## src/rtl/acc_multi_if.sv

```systemverilog
`default_nettype none
// ============================================================================
// Module   : acc_multi_if
// Purpose  : Bundles the sample, dump-control and result-stream signals of acc_multi.
// Revision : 1.0
// ============================================================================
interface acc_multi_if #(
  parameter int DATA_WIDTH = 8,
  parameter int ACC_WIDTH  = 16,
  parameter int CH_W       = 2
);
  localparam int NUM_CH = 2**CH_W;

  logic                  in_valid;
  logic [CH_W-1:0]       in_ch;
  logic [DATA_WIDTH-1:0] data_in;
  logic                  clear;
  logic                  dump_req;
  logic                  dump_busy;
  logic                  out_valid;
  logic [CH_W-1:0]       out_ch;
  logic [ACC_WIDTH-1:0]  data_out;
  logic                  out_ovf;
  logic [NUM_CH-1:0]     ovf;

  modport master (
    output in_valid, in_ch, data_in, clear, dump_req,
    input  dump_busy, out_valid, out_ch, data_out, out_ovf, ovf
  );

  modport slave (
    input  in_valid, in_ch, data_in, clear, dump_req,
    output dump_busy, out_valid, out_ch, data_out, out_ovf, ovf
  );
endinterface
`default_nettype wire

```

## src/rtl/acc_multi.sv

```systemverilog
`default_nettype none
// ============================================================================
// Module   : acc_multi
// Purpose  : NUM_CH unsigned accumulators with sticky overflow flags and a
//            read-and-clear dump sequencer. Define ACC_SAT_EN to saturate
//            instead of wrap on overflow.
// Revision : 1.0
// ============================================================================
module acc_multi #(
  parameter int DATA_WIDTH = 8,
  parameter int ACC_WIDTH  = 16,
  parameter int CH_W       = 2
) (
  input  logic       clk,
  input  logic       reset,
  acc_multi_if.slave bus
);
  localparam int NUM_CH = 2**CH_W;
  localparam logic [0:0] IDLE = 1'b0;
  localparam logic [0:0] DUMP = 1'b1;

  logic [0:0]                         state_q, state_d;
  logic [CH_W-1:0]                    k_q, k_d;
  logic [NUM_CH-1:0][ACC_WIDTH-1:0]   acc_q, acc_d;
  logic [NUM_CH-1:0]                  ovf_q, ovf_d;
  logic                               out_valid_q, out_valid_d;
  logic [CH_W-1:0]                    out_ch_q, out_ch_d;
  logic [ACC_WIDTH-1:0]               data_out_q, data_out_d;
  logic                               out_ovf_q, out_ovf_d;

  logic [ACC_WIDTH-1:0]               sample_ext;
  logic [ACC_WIDTH:0]                 sum;
  logic [ACC_WIDTH-1:0]               acc_next;

  assign sample_ext = ACC_WIDTH'(bus.data_in);
  assign sum        = {1'b0, acc_q[bus.in_ch]} + {1'b0, sample_ext};

`ifdef ACC_SAT_EN
  assign acc_next = sum[ACC_WIDTH] ? {ACC_WIDTH{1'b1}} : sum[ACC_WIDTH-1:0];
`else
  assign acc_next = sum[ACC_WIDTH-1:0];
`endif

  always_comb begin
    state_d     = state_q;
    k_d         = k_q;
    acc_d       = acc_q;
    ovf_d       = ovf_q;
    out_valid_d = 1'b0;
    out_ch_d    = out_ch_q;
    data_out_d  = data_out_q;
    out_ovf_d   = out_ovf_q;

    if (bus.clear) begin
      acc_d   = '0;
      ovf_d   = '0;
      state_d = IDLE;
      k_d     = '0;
    end else begin
      if (bus.in_valid) begin
        acc_d[bus.in_ch] = acc_next;
        if (sum[ACC_WIDTH]) begin
          ovf_d[bus.in_ch] = 1'b1;
        end
      end

      case (state_q)
        IDLE: begin
          if (bus.dump_req) begin
            state_d = DUMP;
            k_d     = '0;
          end
        end
        DUMP: begin
          out_valid_d = 1'b1;
          out_ch_d    = k_q;
          data_out_d  = acc_q[k_q];
          out_ovf_d   = ovf_q[k_q];
          // A sample hitting the channel being read starts its fresh sum.
          acc_d[k_q]  = (bus.in_valid && (bus.in_ch == k_q)) ? sample_ext : '0;
          ovf_d[k_q]  = 1'b0;
          k_d         = k_q + CH_W'(1);
          if (k_q == CH_W'(NUM_CH - 1)) begin
            state_d = IDLE;
          end
        end
        default: begin
          state_d = IDLE;
        end
      endcase
    end
  end

  always_ff @(posedge clk) begin
    if (reset) begin
      state_q     <= IDLE;
      k_q         <= '0;
      acc_q       <= '0;
      ovf_q       <= '0;
      out_valid_q <= 1'b0;
      out_ch_q    <= '0;
      data_out_q  <= '0;
      out_ovf_q   <= 1'b0;
    end else begin
      state_q     <= state_d;
      k_q         <= k_d;
      acc_q       <= acc_d;
      ovf_q       <= ovf_d;
      out_valid_q <= out_valid_d;
      out_ch_q    <= out_ch_d;
      data_out_q  <= data_out_d;
      out_ovf_q   <= out_ovf_d;
    end
  end

  assign bus.dump_busy = (state_q == DUMP);
  assign bus.out_valid = out_valid_q;
  assign bus.out_ch    = out_ch_q;
  assign bus.data_out  = data_out_q;
  assign bus.out_ovf   = out_ovf_q;
  assign bus.ovf       = ovf_q;
endmodule
`default_nettype wire

```

## src/flat_wrapper.sv

```systemverilog
// flat-port wrapper written by rule: the top's interface ports become plain ports
module acc_multi_flat 
#(
  parameter int DATA_WIDTH = 8,
  parameter int ACC_WIDTH  = 16,
  parameter int CH_W       = 2
)
  (clk, reset, bus_in_valid, bus_in_ch, bus_data_in, bus_clear, bus_dump_req, bus_dump_busy, bus_out_valid, bus_out_ch, bus_data_out, bus_out_ovf, bus_ovf);
  acc_multi_if #(.DATA_WIDTH(DATA_WIDTH), .ACC_WIDTH(ACC_WIDTH), .CH_W(CH_W)) bus_i ();
  input  logic clk;
  input  logic reset;
  input wire logic [$bits(bus_i.in_valid)-1:0] bus_in_valid;
  input wire logic [$bits(bus_i.in_ch)-1:0] bus_in_ch;
  input wire logic [$bits(bus_i.data_in)-1:0] bus_data_in;
  input wire logic [$bits(bus_i.clear)-1:0] bus_clear;
  input wire logic [$bits(bus_i.dump_req)-1:0] bus_dump_req;
  output wire logic [$bits(bus_i.dump_busy)-1:0] bus_dump_busy;
  output wire logic [$bits(bus_i.out_valid)-1:0] bus_out_valid;
  output wire logic [$bits(bus_i.out_ch)-1:0] bus_out_ch;
  output wire logic [$bits(bus_i.data_out)-1:0] bus_data_out;
  output wire logic [$bits(bus_i.out_ovf)-1:0] bus_out_ovf;
  output wire logic [$bits(bus_i.ovf)-1:0] bus_ovf;
  assign bus_i.in_valid = bus_in_valid;
  assign bus_i.in_ch = bus_in_ch;
  assign bus_i.data_in = bus_data_in;
  assign bus_i.clear = bus_clear;
  assign bus_i.dump_req = bus_dump_req;
  assign bus_dump_busy = bus_i.dump_busy;
  assign bus_out_valid = bus_i.out_valid;
  assign bus_out_ch = bus_i.out_ch;
  assign bus_data_out = bus_i.data_out;
  assign bus_out_ovf = bus_i.out_ovf;
  assign bus_ovf = bus_i.ovf;
  acc_multi #(.DATA_WIDTH(DATA_WIDTH), .ACC_WIDTH(ACC_WIDTH), .CH_W(CH_W)) u_core (.clk(clk), .reset(reset), .bus(bus_i));
endmodule
```

## config.mk

```make
export PLATFORM = sky130hd
export DESIGN_NAME = acc_multi_flat
export DESIGN_NICKNAME = d
export VERILOG_FILES = /design/src/rtl/acc_multi_if.sv /design/src/rtl/acc_multi.sv /design/src/flat_wrapper.sv
export SDC_FILE = /design/constraint.sdc
export NUM_CORES = 1
export LEC_CHECK = 0
export CORE_ASPECT_RATIO = 0.7
export CORE_MARGIN = 2
export CORE_UTILIZATION = 47
export DETAILED_ROUTE_END_ITERATION = 12
export PLACE_DENSITY = 0.67
export SLEW_MARGIN = 20
export SYNTH_ARGS = -nofsm -noshare
export SYNTH_HDL_FRONTEND = slang
export SYNTH_SLANG_ARGS = --single-unit
```

## constraint.sdc

```tcl
create_clock -name clk -period 6.55 [get_ports clk]
set_input_delay 0.9825 -clock clk [delete_from_list [all_inputs] [get_ports clk]]
set_output_delay 0.9825 -clock clk [all_outputs]
set_load 0.005 [all_outputs]
```

* After elaboration in Yosys (flattened, before gate mapping)
Index checks and enable logic that the tools add are counted.
Word-level totals: input port bits 15, output and inout port bits 25, bits in registers 91
Operators by class: bitwise gates (word level) 5, muxes and demuxes 30, reduce and logical (&&, ||, !) cells 5, add/subtract/negate cells 2, order comparisons 4, equal/unequal tests 3
Operators with widths (count):
- 2-to-1 mux 64 bit | 3
- bitwise mux 64 bit | 2
- binary-select mux 16 bit (select 2 bit) | 2
- demux 16 bit (select 2 bit) | 2
- 2-to-1 mux 16 bit | 4
- adder 16 x 8 -> 17 bit | 1
- 2-to-1 mux 4 bit | 4
- 2-to-1 mux 8 bit | 1
- < comparator 2 x 3 -> 1 bit, second input constant | 2
- 2-to-1 mux 1 bit | 6
- bitwise AND 4 bit | 1
- demux 1 bit (select 2 bit) | 2
- greater-or-equal comparator 2 x 1 -> 1 bit, second input constant | 2
- inverter 4 bit | 1
- bitwise OR 4 bit | 1
- case mux 2 bit (2 select lines) | 1
- logical AND 1 bit | 3
- adder 2 x 1 -> 2 bit, second input constant | 1
- binary-select mux 1 bit (select 2 bit) | 1
- == test 2 bit | 1
- == test 2 bit, second input constant | 1
- 2-to-1 mux 2 bit | 1
- != test 2 bit, second input constant | 1
- inverter 1 bit | 2
- other kinds (3) | 3

* Longest topological paths before layout
depth after elaboration 10, gate-level depth with buffers 12, mapped depth without buffers 9

* Least setup slack after synthesis
No wires, ideal clock.
kind input to register, start point in bus_in_ch[0], end point reg u_core.ovf_q[3], in the netlist u_core.bus.ovf[3], slack 2.824 ns, required time 6.485 ns, arrival time 3.661 ns, cell stages on the path 11, buffers on the path 3, path through buf_6 > buf_4 > buf_2 > mux4_2 > ha_1 > a21oi_1 > a211oi_1 > o21ai_2 > or3b_4 > o21ba_1 > nor2_1
Between the ends: longest elaborated chain between the ends 10, elaborated cells between the ends (all ways) 14
RTL lines:
- start: declaration | line flat_wrapper.sv:13 | input wire logic [$bits(bus_i.in_ch)-1:0] bus_in_ch;
- branches (longest 5 deep; another with adder 16 x 8 -> 17 bit)
- 2-to-1 mux 4 bit (*) | line acc_multi.sv:62 | if (sum[ACC_WIDTH]) begin
- 2-to-1 mux 4 bit (*) | line acc_multi.sv:60 | if (bus.in_valid) begin
- 2-to-1 mux 4 bit (*) | line acc_multi.sv:54 | if (bus.clear) begin
- bitwise AND 4 bit (no source line)
- 2-to-1 mux 4 bit (*) | line acc_multi.sv:67 | case (state_q)
- end signal: assignment | line acc_multi.sv:108 | ovf_q <= ovf_d;
- end: declaration | line acc_multi.sv:25 | logic [NUM_CH-1:0] ovf_q, ovf_d;
Mark *: on every way between the ends. The select of a mux whose other input is x is not followed. A chain may end at the register's enable or synchronous reset.

* Final worst setup path
start point in bus_in_ch[0], end point reg u_core.acc_q[47] in the netlist's numbering
Between the ends: longest elaborated chain between the ends 9, elaborated cells between the ends (all ways) 13
RTL lines:
- branches (longest 4 deep; another with adder 16 x 8 -> 17 bit)
- bitwise mux 64 bit (*) | line acc_multi.sv:61 | acc_d[bus.in_ch] = acc_next;
- 2-to-1 mux 64 bit (*) | line acc_multi.sv:60
- 2-to-1 mux 64 bit (*) | line acc_multi.sv:54
- bitwise mux 64 bit | line acc_multi.sv:80 | acc_d[k_q] = (bus.in_valid && (bus.in_ch == k_q)) ? sample_ext : '0;
- 2-to-1 mux 64 bit (*) | line acc_multi.sv:67
- end signal: assignment | line acc_multi.sv:98 | acc_q <= '0;
- end signal: assignment | line acc_multi.sv:107 | acc_q <= acc_d;
- end: declaration | line acc_multi.sv:24 | logic [NUM_CH-1:0][ACC_WIDTH-1:0] acc_q, acc_d;
Marks and branches as above.

==> impl_results.md <==
- Vias in the first global route: between 3000 and 4000
- CP Capture Point: u_core.acc_q[47]$_SDFF_PP0_
- Synth top area share: between 30% and 40%
- Total GRT Usage: approximately a quarter
- Most used DFF post-synth: dfxtp_1
- Initial antenna violation count: 0
- Status: finished, final reports clean
- RR Endpoint: u_core.acc_q[47]$_SDFF_PP0_
- Area growth, synth to finish: 16.17%
- Worst Tran Pin Value: about 1.1 ns
- Longest Clk Path Bufs: 2
- CTS tree: done
- Hold crit path type: reg2reg
- Cell Area, Synth: ~4700 µm²
- Distinct cell type count of the synthesized netlist: 42
- Top Ports: 40
- Drt pass-1 iters: 5
- Layout cells sized above 1: 10.94%
- Final ANT Viol Nets: 0
- Flop-to-flop setup slack: between 3 and 4 ns
- Cell taking the most area after synthesis: dfxtp_1
- Count leader, synth: nand2_1
- Tcrit/Tclk final: about two thirds
- Crit-path leading delay family: buffers and inverters
- Largest net degree at the start of global routing: 23
- CP max-delay cell: clkdlybuf4s50_1
- # DRC: 0
- Worst setup margin: ~2.1 ns
- Worst Path Required: approximately 6.7 ns
- Sink Count: around 90
- Initial core utilization: approximately half
- CP max FO: 16
- Cts hold-fix bufs: 0
- Launch point of the worst reg-to-reg path: u_core.acc_q[49]$_SDFF_PP0_
- # fillers: 867
- Placer Congestion: ~0.93
- Final net count: around 560
- Die height: slightly below 90 µm
- Hold-critical path depth: 2
- Fmax: ~220 MHz
- Wire per inst: ~20 µm
- Crit path from: bus_in_ch[0]
- Horiz. Die Dim: approximately 120 µm
- P_leak: about 1.7 nW
- RSZ-0062 raised after global routing: no
- Mean Syn Cell Area: 9.236 µm²
- # H-tree levels: 3
- Diodes inserted: 0
- Core footprint: 9684 µm²
- Syn_nets: 534
- Final min period: 4.469 ns
- First-pass GRT wire length: approximately 20 mm
- Mapped Cells: between 500 and 600
- Post-CTS Resized: 0
- Crit path DAT: 4.64 ns
- Setup TNS: 0 ns
- Post-synth EDFFs: 0
- Row count: 30
- Synthesized flop and latch total: 91
- Inst Count DP: ~640
- Via count: approximately 4000
- CTS clk-pin slew, worst paths: roughly 0.06 ns
- Synth area leaders: dfxtp_1 39%, mux4_2 15%, nand2_1 9.3%
- Crit path buf inv count: 2
- Fin cells: roughly 660
- CP Class: in2reg
- Area of the multi-input gates: 2699 µm²
- CTS buffer count: 9
- Root buf cell: clkbuf_16
- WL final: 12.98 mm
- FF/Latch Area: ~1800 µm²
- Commonest cells post-synth: 116 x nand2_1, 91 x dfxtp_1, 54 x nor2_1
- Iteration-0 DRC Markers: 349
- Final Skew: between 0.01 and 0.015 ns
- Critical path depth in cells: 10
- Die area: roughly 11000 µm²
- Seq/Total Area, Yosys: 38.98%
- Peak supply drop: 0.1297 mV
- Slew headroom: around a quarter
- Power per cell area: between 200 and 250 nW/µm²
- Clk_lat worst skew: 0.35 ns
- Worst slack, placed: approximately 1.7 ns
- Number of I/O port buffers: 39
- Crit path cell chain: clkdlybuf4s50_1 > buf_4 > mux4_2 > ha_1 > a21oi_1 > o211ai_1 > a31oi_1 > nor3b_2 > xnor2_1 > a211oi_1
- Max-slew violation count: 0
- Asr flop ratio synth: 0%
- Setup crit end kind: flop
- Hold slack: about 0.45 ns
- Fin. Hold Viols: 0
- Crit-path max cell delay: 1.06 ns
- Maxcap violations: 0
- R2R cell count: 8
- Grt ovf: 0
- Via density: slightly above 6
- Setup bufs post-CTS: 0
- Yosys Warn Count: 0
- Final-report setup violation count: 0
- CP Launch Type: input pin
- Detailed Place HPWL: just under 9 mm
-- worst min-delay path by stage --
stage | from | end | slack [ns]
floorplan | u_core.acc_q[40]$_SDFF_PP0_ | u_core.acc_q[40]$_SDFF_PP0_ | 0.44
global placement | u_core.bus.data_out[10]$_SDFFE_PP0P_ | u_core.bus.data_out[10]$_SDFFE_PP0P_ | 0.44
detailed placement | u_core.bus.data_out[7]$_SDFFE_PP0P_ | u_core.bus.data_out[7]$_SDFFE_PP0P_ | 0.45
CTS | u_core.bus.data_out[7]$_SDFFE_PP0P_ | u_core.bus.data_out[7]$_SDFFE_PP0P_ | 0.45
global route | u_core.bus.data_out[4]$_SDFFE_PP0P_ | u_core.bus.data_out[4]$_SDFFE_PP0P_ | 0.47
finish | u_core.bus.data_out[7]$_SDFFE_PP0P_ | u_core.bus.data_out[7]$_SDFFE_PP0P_ | 0.45
-- cells in the final DEF (no fill, tap or decap), types with 2 or more instances in the layout --
| master | n |
|---|---|
| a211oi_1 | 26 |
| a21oi_1 | 35 |
| a22oi_1 | 4 |
| a311oi_1 | 3 |
| a31oi_1 | 2 |
| a32oi_1 | 16 |
| and2_1 | 3 |
| and3_1 | 3 |
| buf_4 | 6 |
| bufinv_16 | 2 |
| clkbuf_1 | 2 |
| clkbuf_16 | 9 |
| clkdlybuf4s50_1 | 39 |
| dfxtp_1 | 91 |
| ha_1 | 12 |
| inv_1 | 4 |
| mux2i_1 | 6 |
| mux4_2 | 32 |
| nand2_1 | 116 |
| nand3_1 | 3 |
| nor2_1 | 54 |
| nor2b_1 | 4 |
| nor3_1 | 5 |
| o211ai_1 | 3 |
| o21ai_0 | 7 |
| o21ba_1 | 4 |
| o22ai_1 | 8 |
| or2_2 | 2 |
| xnor2_1 | 15 |
-- worst reg2reg max path: stages (launching register included) --
cell,delay [ns]
dfxtp_1,0.32
mux4_2,0.52
ha_1,0.32
a211oi_1,0.32
o211ai_1,0.13
a31oi_1,0.39
nor3b_2,0.13
xnor2_1,0.33
a211oi_1,0.13
-- per-layer routing --
layer / vias to the layer above / wire length (µm) / global-route usage, %
li1: 1867 / - / -
met1: 1897 / 6102 / 37.07
met2: 217 / 5471 / 36.31
met3: 17 / 1246 / 7.984
met4: 0 / 160 / 5.992
met5: - / 0 / 0
-- metrics by stage --
| step | area, µm² | total power, W | utilization (%) |
|---|---|---|---|
| CTS | 5429 | 0.001225 | 56.06 |
| detailed placement | 5131 | 0.0006919 | 52.98 |
| floorplan | 4673 | 0.0006551 | - |
| global route | 5429 | 0.001258 | 56.06 |
| global placement | 5131 | 0.0006902 | 52.98 |
| finish | 5429 | 0.001221 | 56.06 |
-- area by class of cell --
class	instances	share of cell area, %
multi-input cells	376	49.71
clock buffers	11	4.287
clock inverters	3	1.198
inverters	4	0.2766
repair buffers	45	8.020
well taps	128	2.950
flip-flops and latches	91	33.56
-- where the power goes --
part	internal (W)	switching [W]	total (W)
registers	0.000562	0.00000745	0.000570
logic	0.0000430	0.0000696	0.000113
clock network	0.000330	0.000209	0.000538
total	0.000935	0.000286	0.00122
-- sequential cells by signal, indices dropped and copies added, names as in the netlist --
name,count
u_core.acc_q,64
u_core.bus.data_out,16
u_core.bus.dump_busy,1
u_core.bus.out_ch,2
u_core.bus.out_ovf,1
u_core.bus.out_valid,1
u_core.bus.ovf,4
u_core.k_q,2
-- cell families (layout without fill, tap and decap cells) --
| logic type | count (synthesis) | count (layout) | share of synthesized area [%] |
|---|---|---|---|
| and+or+nand+nor | 198 | 198 | 17.70 |
| DFF | 91 | 91 | 38.98 |
| buffers and inverters | 39 | 63 | 3.507 |
| adders and majority gates | 13 | 13 | 3.641 |
| AOI/OAI and AO/OA | 110 | 110 | 15.90 |
| muxes | 39 | 39 | 17.27 |
| xor gates and xnor gates | 16 | 16 | 2.999 |
Power figures use the tool's default switching activity.
==> RTL edit: new RTL, config.mk and constraints unchanged <==
`DATA_WIDTH` is set to 8 in 3 places; all go to 10.
--- a/src/rtl/acc_multi_if.sv
+++ b/src/rtl/acc_multi_if.sv
@@ -5,7 +5,7 @@
 // Revision : 1.0
 // ============================================================================
 interface acc_multi_if #(
-  parameter int DATA_WIDTH = 8,
+  parameter int DATA_WIDTH = 10,
   parameter int ACC_WIDTH  = 16,
   parameter int CH_W       = 2
 );
--- a/src/rtl/acc_multi.sv
+++ b/src/rtl/acc_multi.sv
@@ -7,7 +7,7 @@
 // Revision : 1.0
 // ============================================================================
 module acc_multi #(
-  parameter int DATA_WIDTH = 8,
+  parameter int DATA_WIDTH = 10,
   parameter int ACC_WIDTH  = 16,
   parameter int CH_W       = 2
 ) (
--- a/src/flat_wrapper.sv
+++ b/src/flat_wrapper.sv
@@ -1,7 +1,7 @@
 // flat-port wrapper written by rule: the top's interface ports become plain ports
 module acc_multi_flat 
 #(
-  parameter int DATA_WIDTH = 8,
+  parameter int DATA_WIDTH = 10,
   parameter int ACC_WIDTH  = 16,
   parameter int CH_W       = 2
 )
Interface: changed (resized bus_data_in); port bits go from 40 to 42. No check against the original RTL was run, so the function may have changed too.
==> RTL edit against the original RTL <==
Non-clock buffer count up 4. First-iteration DRC count up 40%. Setup slack worse by 0.14 ns. Design area rose by 5.9%. Largest power group is now clock. Power increased by 8.6%. Area after synthesis increased by 5.0%. Wire length up 12%. Sequential cell count stayed put. Critical path type unchanged.
==> RTL edit: results (changes against the original RTL) <==
* Clock network area share at 6.27% (+0.78 points)
* Post-Synth XOR/XNOR Area at 2.83% (-0.17 points)
* Ranking of synthesized cells by area: dfxtp_1, mux4_2, nand2_1, a21oi_1, mux2i_1
* #MultiIn Comb at 391 (+4.0%)
* Lkg Pwr at 0.00194 uW (+11%)
* Post-synthesis mux area share at 19.3% (+2.0 points)
* Iter 0 DRT Violations at 489 (+40%)
* Syn nets at 550 (+3.0%)
* Post-Synth Adder-Cell Area at 3.98% (+0.34 points)
* Detail Placement HPWL at 9990 um (+15%)
* Compound-gate portion of the synthesized area at 17.4% (+1.5 points)
* Logic power comb at 133 uW (+18%)
* Fraction of area in multi-input gates at 50.7% (+1.0 points)
* Arr. time, crit path at 4.80 ns (+0.16 ns)
* Post-cts resize count at 0 (unchanged)
* Post-synth top cells: nand2_1, dfxtp_1, a21oi_1
* Total gr overflow at 0 (unchanged)
* Synth async-reset ratio at 0% (unchanged)
* Worst hold path type: reg2reg
* Synth unique cells at 48 (+14%)
* Share of cells above drive strength 1 at 12.5% (+1.6 points)
* Clock buffer count in the final layout at 11 (unchanged)
* Number of flops mapped to enable cells by yosys at 0 (unchanged)
* Maximum VDD drop at 139 uV (+6.9%)
* Seq Cell Count at 91 (unchanged)
* RePlAce Congestion at 0.925 (-0.78%)
* Wire length per cell at 21.3 um (+8.0%)
* Number of global-route vias before repair at 4096 (+12%)
* Seq/Total Area, Yosys at 37.1% (-1.9 points)
* DR vias/cell at 6.41 (+5.5%)
* Signal buffers at 49 (+8.9%)
* First-pass GRT wire length at 22900 um (+14%)
* CTS root buf: clkbuf_16
* CP Max Fanout at 10 (-6)
* Status: complete, no violations
* Post-CTS Setup Inserts at 0 (unchanged)
* All-Layer GR Usage at 26.9% (+1.6 points)
* Worst Skew at 0.0109 ns (+0.000366 ns)
* Data buffer area share at 8.18% (+0.16 points)
* Fill cell count at 919 (+6.0%)
* Nonclk inv count at 4 (unchanged)
* Number of nets in the layout at 578 (+4.1%)
* # port buffers at 41 (+5.1%)
* Max reg flops at 64 (unchanged)
* P_int at 1010 uW (+8.1%)
* Sequential power at 572 uW (about the same)
* Relative max-transition margin at 33.9% (+8.7 points)
==> RTL edit: metal layers <==
layer | GRT usage [%] | part of all wire, % | vias up
met5 | 0 | 0 | -
met4 | 7.19 | 1.5 | 0
met3 | 7.36 | 11 | 25
met2 | 40.6 | 43 | 249
met1 | 38.5 | 45 | 2129
li1 | - | - | 1974
==> RTL edit: metrics by stage <==
| stage | total power, uW | hold WS, ns | setup WS [ns] | instance area (um2) | instances |
|---|---|---|---|---|---|
| 2_1_floorplan | 671 | 0.453 | 2.68 | 4910 | 518 |
| 3_3_place_gp | 711 | 0.441 | 1.71 | 5390 | 667 |
| 3_5_place_dp | 714 | 0.445 | 1.62 | 5390 | 667 |
| 4_1_cts | 1330 | 0.454 | 1.96 | 5750 | 683 |
| 5_1_grt | 1370 | 0.470 | 1.70 | 5750 | 683 |
| 6_report | 1330 | 0.453 | 1.95 | 5750 | 683 |
==> RTL edit: worst paths after layout <==
path                                                          start                                  end  slack (ns)  depth (start not counted)
worst max-delay path                                   bus_in_ch[0]          u_core.acc_q[60]$_SDFF_PP0_        1.95                         11
worst min-delay path            u_core.bus.data_out[2]$_SDFFE_PP0P_  u_core.bus.data_out[2]$_SDFFE_PP0P_        0.45                          2
worst max register to register          u_core.acc_q[32]$_SDFF_PP0_          u_core.acc_q[60]$_SDFF_PP0_        3.53                          9
worst min register to register  u_core.bus.data_out[2]$_SDFFE_PP0P_  u_core.bus.data_out[2]$_SDFFE_PP0P_        0.45                          2
==> RTL edit: critical path: stages <==
cell and delay [ns]:
clkdlybuf4s50_1 0.90, buf_4 0.32, mux4_2 0.53, ha_1 0.24, fa_1 0.42, a21oi_1 0.22
o22ai_1 0.18, nor4_2 0.38, nor3_2 0.08, xnor2_1 0.41, a21oi_1 0.13
